<file path="src/rtl/fifo_burst_reader.sv">
// fifo_burst_reader: drains BURST_LEN words from a registered-read FIFO into a 2-entry valid/ready output buffer
//   clk        rising-edge clock
//   rst        asynchronous active-low reset
//   start      single-cycle burst request, honoured only when idle
//   f_empty    FIFO empty flag
//   rd_en      FIFO read strobe, data returns on rd_dt one cycle later
//   rd_dt      FIFO read data
//   out_valid  output word valid
//   out_ready  downstream accept
//   out_dt     output word (head of buffer)
//   busy       burst in progress
//   burst_done one-cycle pulse when the last word of a burst is accepted
//   words_rd   words delivered in the current or last burst
module fifo_burst_reader #(
    parameter int DT_WIDTH  = 8,
    parameter int BURST_LEN = 4,
    parameter int CNT_WIDTH = $clog2(BURST_LEN + 1)
) (
    input  logic                 clk,
    input  logic                 rst,
    input  logic                 start,
    input  logic                 f_empty,
    output logic                 rd_en,
    input  logic [DT_WIDTH-1:0]  rd_dt,
    output logic                 out_valid,
    input  logic                 out_ready,
    output logic [DT_WIDTH-1:0]  out_dt,
    output logic                 busy,
    output logic                 burst_done,
    output logic [CNT_WIDTH-1:0] words_rd
);
    localparam logic [CNT_WIDTH-1:0] LEN  = CNT_WIDTH'(BURST_LEN);
    localparam logic [CNT_WIDTH-1:0] LAST = CNT_WIDTH'(BURST_LEN - 1);
    typedef enum logic [1:0] {IDLE, BURST, FLUSH} state_t;
    state_t state, state_nx;
    logic [CNT_WIDTH-1:0] issued;
    logic inflight;
    logic [DT_WIDTH-1:0] mem [2];
    logic wr_ptr, rd_ptr;
    logic [1:0] buf_cnt;
    logic pop, push, done_nx;
    logic [2:0] occ;
    assign push      = inflight;
    assign pop       = out_valid & out_ready;
    // occupancy the buffer will have next cycle, counting the read already in flight
    assign occ       = 3'(buf_cnt) + 3'(inflight) - 3'(pop);
    assign out_valid = buf_cnt != 2'd0;
    assign out_dt    = mem[rd_ptr];
    assign busy      = state != IDLE;
    // completion is decided on the final handshake so burst_done and busy=0 land together
    always_comb begin
        state_nx = state;
        rd_en    = 1'b0;
        done_nx  = 1'b0;
        case (state)
            IDLE:  state_nx = start ? BURST : IDLE;
            BURST: begin
                rd_en    = !f_empty && issued < LEN && occ < 3'd2;
                state_nx = (rd_en && issued == LAST) ? FLUSH : BURST;
            end
            FLUSH: begin
                done_nx  = pop && words_rd == LAST;
                state_nx = done_nx ? IDLE : FLUSH;
            end
            default: state_nx = IDLE;
        endcase
    end
    always_ff @(posedge clk or negedge rst) begin
        if (!rst) state <= IDLE;
        else      state <= state_nx;
    end
    always_ff @(posedge clk or negedge rst) begin
        if (!rst) begin
            issued     <= '0;
            words_rd   <= '0;
            inflight   <= 1'b0;
            burst_done <= 1'b0;
            buf_cnt    <= 2'd0;
            wr_ptr     <= 1'b0;
            rd_ptr     <= 1'b0;
            mem[0]     <= '0;
            mem[1]     <= '0;
        end else begin
            inflight   <= rd_en;
            burst_done <= done_nx;
            if (state == IDLE && start) begin
                issued   <= '0;
                words_rd <= '0;
            end else begin
                if (rd_en) issued <= issued + 1'b1;
                if (pop)   words_rd <= words_rd + 1'b1;
            end
            if (push) begin
                mem[wr_ptr] <= rd_dt;
                wr_ptr      <= ~wr_ptr;
            end
            if (pop) rd_ptr <= ~rd_ptr;
            buf_cnt <= buf_cnt + 2'(push) - 2'(pop);
        end
    end
endmodule

</file>
<file path="config.mk">
export PLATFORM = sky130hd
export DESIGN_NAME = fifo_burst_reader
export DESIGN_NICKNAME = d
export VERILOG_FILES = /design/src/rtl/fifo_burst_reader.sv
export SDC_FILE = /design/constraint.sdc
export NUM_CORES = 1
export LEC_CHECK = 0
export ABC_AREA = 1
export CORE_ASPECT_RATIO = 0.5
export CORE_UTILIZATION = 54
export CTS_CLUSTER_DIAMETER = 40
export DETAILED_ROUTE_END_ITERATION = 16
export HOLD_SLACK_MARGIN = 0.08
export PLACE_DENSITY = 0.83
export SYNTH_ARGS = -nofsm -noshare
export SYNTH_HDL_FRONTEND = slang
export SYNTH_SLANG_ARGS = --single-unit
</file>
<file path="constraint.sdc">
create_clock -name clk -period 5.9 [get_ports clk]
set_input_delay 0.885 -clock clk [delete_from_list [all_inputs] [get_ports clk]]
set_output_delay 0.885 -clock clk [all_outputs]
set_load 0.03 [all_outputs]
</file>
==> run summary <==
Crit-path slowest cell: clkdlybuf4s50_1
Seq cells post-synth: 30
area share of the largest cell type after synthesis: 51.6%
crit share post-route: 77.7%
Reg power frac: 34.0%
final hold vios: 0
Setup CP Type: primary input to output pin
syn_nets: 191
port bufs: 27
Int Power: 0.599 mW
Post-DRT Antenna Nets: 0
EDFF count, synth: 0
CTS tree: done
ys flop type: dfrtp_1
Ys Warns: 0
delay-heaviest family, CP: buffers and inverters
clk buf depth: 2
Synth area leaders: dfrtp_1 (52%), nand2_1 (17%), inv_1 (6.2%)
VDD IR max: 0.355 mV
Setup Skew: 6.57 ps
count of cells resized by post-cts repair: 0
HP Class: register to register
critical path capture point type: output pin
GPL Wtd Cong: 0.799
TritonRoute pass-1 iters: 4
largest net degree at the start of global routing: 31
CTS clk-pin slew, worst paths: 60 ps
Clock Sinks: 30
RSZ-0062 raised after global routing: false
Detail Placement HPWL: 1860 um
switch share: 43.7%
Total GRT Usage: 23.4%
crit-path most repeated cell: inv_1
DRC: 0
cell leakage power: 0.956 nW
cell area after synthesis: 1460 um^2
Die Footprint: 2920 um^2
Clock Latency Late Sink: 280 ps
min cycle time layout: 4590 ps
outcome: finished, final reports clean
most instantiated cells after synthesis: nand2_1 (65), dfrtp_1 (30), inv_1 (24)
CP startpoint kind: primary input
number of CTS-inserted buffers: 5
WP data required: 5020 ps
Clk Tree Root Cell: clkbuf_8
vias: 1147
Worst Tran Pin Value: 738 ps
initial drt markers: 88
first-pass GRT wire length: 4640 um
height of the die: 38.7 um
hold_buf cts: 0
FFs w/ async S/R, synth: 100%
antenna cells: 0
Via density: 4.84
total net switching power: 0.464 mW
most frequent cell after synthesis: nand2_1
final net count: 222
Syn Area/Cell: 8.51 um^2
H-tree Lvls: 2
Fmax: 0.218 GHz
Worst Path Buf+Inv: 6
normalized max-slew margin: 50.8%
CP max FO: 7
Post-CTS Setup Bufs: 0
worst-path cell chain: clkdlybuf4s50_1 > nand2_1 > inv_1 > ha_1 > inv_1 > ha_1 > inv_1 > fa_1 > nand2_1 > nor2_1 > nand3_1 > inv_2 > clkdlybuf4s50_1
grt total ovfl: 0
Comb power frac: 51.8%
Post-Route WL: 2610 um
Layout area overhead: 24.8%
Synth area leader: dfrtp_1
arrival time worst endpoint: 3700 ps
I/O pins: 28
setup TNS: 0 ps
vias in the first global route: 1094
post-synth cell types: 21
Clock Power Share: 14.2%
Placed Area: 1740 um^2
share of cells above drive strength 1: 9.41%
pwr dens: 586 nW/um^2
Mapped Cells: 171
initial antenna violation count: 0
routed len/inst: 11.0 um
# setup viols final: 0
Finished Cell Area: 1820 um^2
max_cap viols: 0
width of the die: 75.4 um
Initial Util: 61.3%
number of max-slew violations in the final report: 0
post-synthesis sequential area ratio: 51.6%
CP peak stage delay: 670 ps
CORE AREA: 2370 um^2
# rows: 12
stage by stage:
stage          instances  total power [mW]  util [%]  setup WS [ps]  hold slack [ps]
3_3_place_gp         230             0.902      73.2           1380              465
4_1_cts              237              1.07      76.5           1300              489
6_report             237              1.06      76.5           1310              488
3_5_place_dp         230             0.920      73.2           1300              469
2_1_floorplan        171             0.744         -           2470              453
5_1_grt              237              1.16      76.5           1120              505
worst reg2reg max path: cells and delay by family, from the launching register on:
kind	cells	cell delay [ps]
buf+inv	5	450
simple gates	7	680
fa+ha+maj	3	940
flops	1	430
cell usage in the layout (no fill, tap or decap):
cell type / netlist / routed
nand2_1: 65 / 65
dfrtp_1: 30 / 30
clkdlybuf4s50_1: 0 / 27
inv_1: 24 / 24
o21ai_0: 11 / 11
nand3_1: 9 / 9
o21ai_2: 8 / 8
ha_1: 6 / 6
nor2_1: 5 / 5
clkbuf_8: 0 / 5
clkinv_2: 0 / 2
clkinv_1: 1 / 1
nor2_2: 1 / 1
inv_2: 1 / 1
nor3_1: 1 / 1
or2_1: 1 / 1
nand2_2: 1 / 1
xor2_1: 1 / 1
nand4_1: 1 / 1
fa_1: 1 / 1
buf_4: 0 / 1
routing by layer:
metal	up-vias	track usage [%]	share of wire, %
met1	529	27.9	47
met4	0	11.1	1.2
met3	4	7.81	5.1
met5	-	0	0
li1	588	-	-
met2	26	39.1	47
final cells by class:
class	count	area, um^2
multi-input cells	111	567
flip-flops and latches	30	751
well taps	35	43.8
repair buffers	28	278
clock inverters	2	10.0
clock buffers	5	68.8
fillers	208	557
inverters	26	97.6
state kept, by name, indices dropped and copies added, names as in the netlist:
name        cells
inflight        1
issued          3
state           2
words_rd        3
buf_cnt         2
wr_ptr          1
mem            16
burst_done      1
rd_ptr          1
kinds of logic (layout without fill, tap and decap cells):
| family | after synthesis | after routing | share of synthesized area, % |
|---|---|---|---|
| simple gates | 84 | 84 | 23.2 |
| xor+xnor | 1 | 1 | 0.602 |
| compound gates | 19 | 19 | 8.60 |
| flops | 30 | 30 | 51.6 |
| buf+inv | 30 | 61 | 9.46 |
| fa+ha+maj | 7 | 7 | 6.53 |
power by group through the flow:
stage	clock, mW	combinational (mW)	sequential (mW)
2_1_floorplan	0	0.384	0.360
3_3_place_gp	0	0.543	0.359
3_5_place_dp	0	0.557	0.363
4_1_cts	0.156	0.558	0.361
5_1_grt	0.167	0.617	0.374
6_report	0.151	0.551	0.361
final timing paths:
check / slack, ps / start / to / depth (start not counted)
hold reg to reg: 490 / mem[3]$_DFFE_PN0P_ / mem[3]$_DFFE_PN0P_ / 2
setup / recovery: 1310 / out_ready / rd_en / 13
max in group asynchronous: 4630 / rst / mem[3]$_DFFE_PN0P_ / 2
setup reg to reg: 3350 / buf_cnt[1]$_DFF_PN0_ / issued[2]$_DFFE_PN0P_ / 15
min in group asynchronous: 990 / rst / issued[2]$_DFFE_PN0P_ / 2
hold / removal: 490 / mem[3]$_DFFE_PN0P_ / mem[3]$_DFFE_PN0P_ / 2
(Power assumes the default switching activity.)
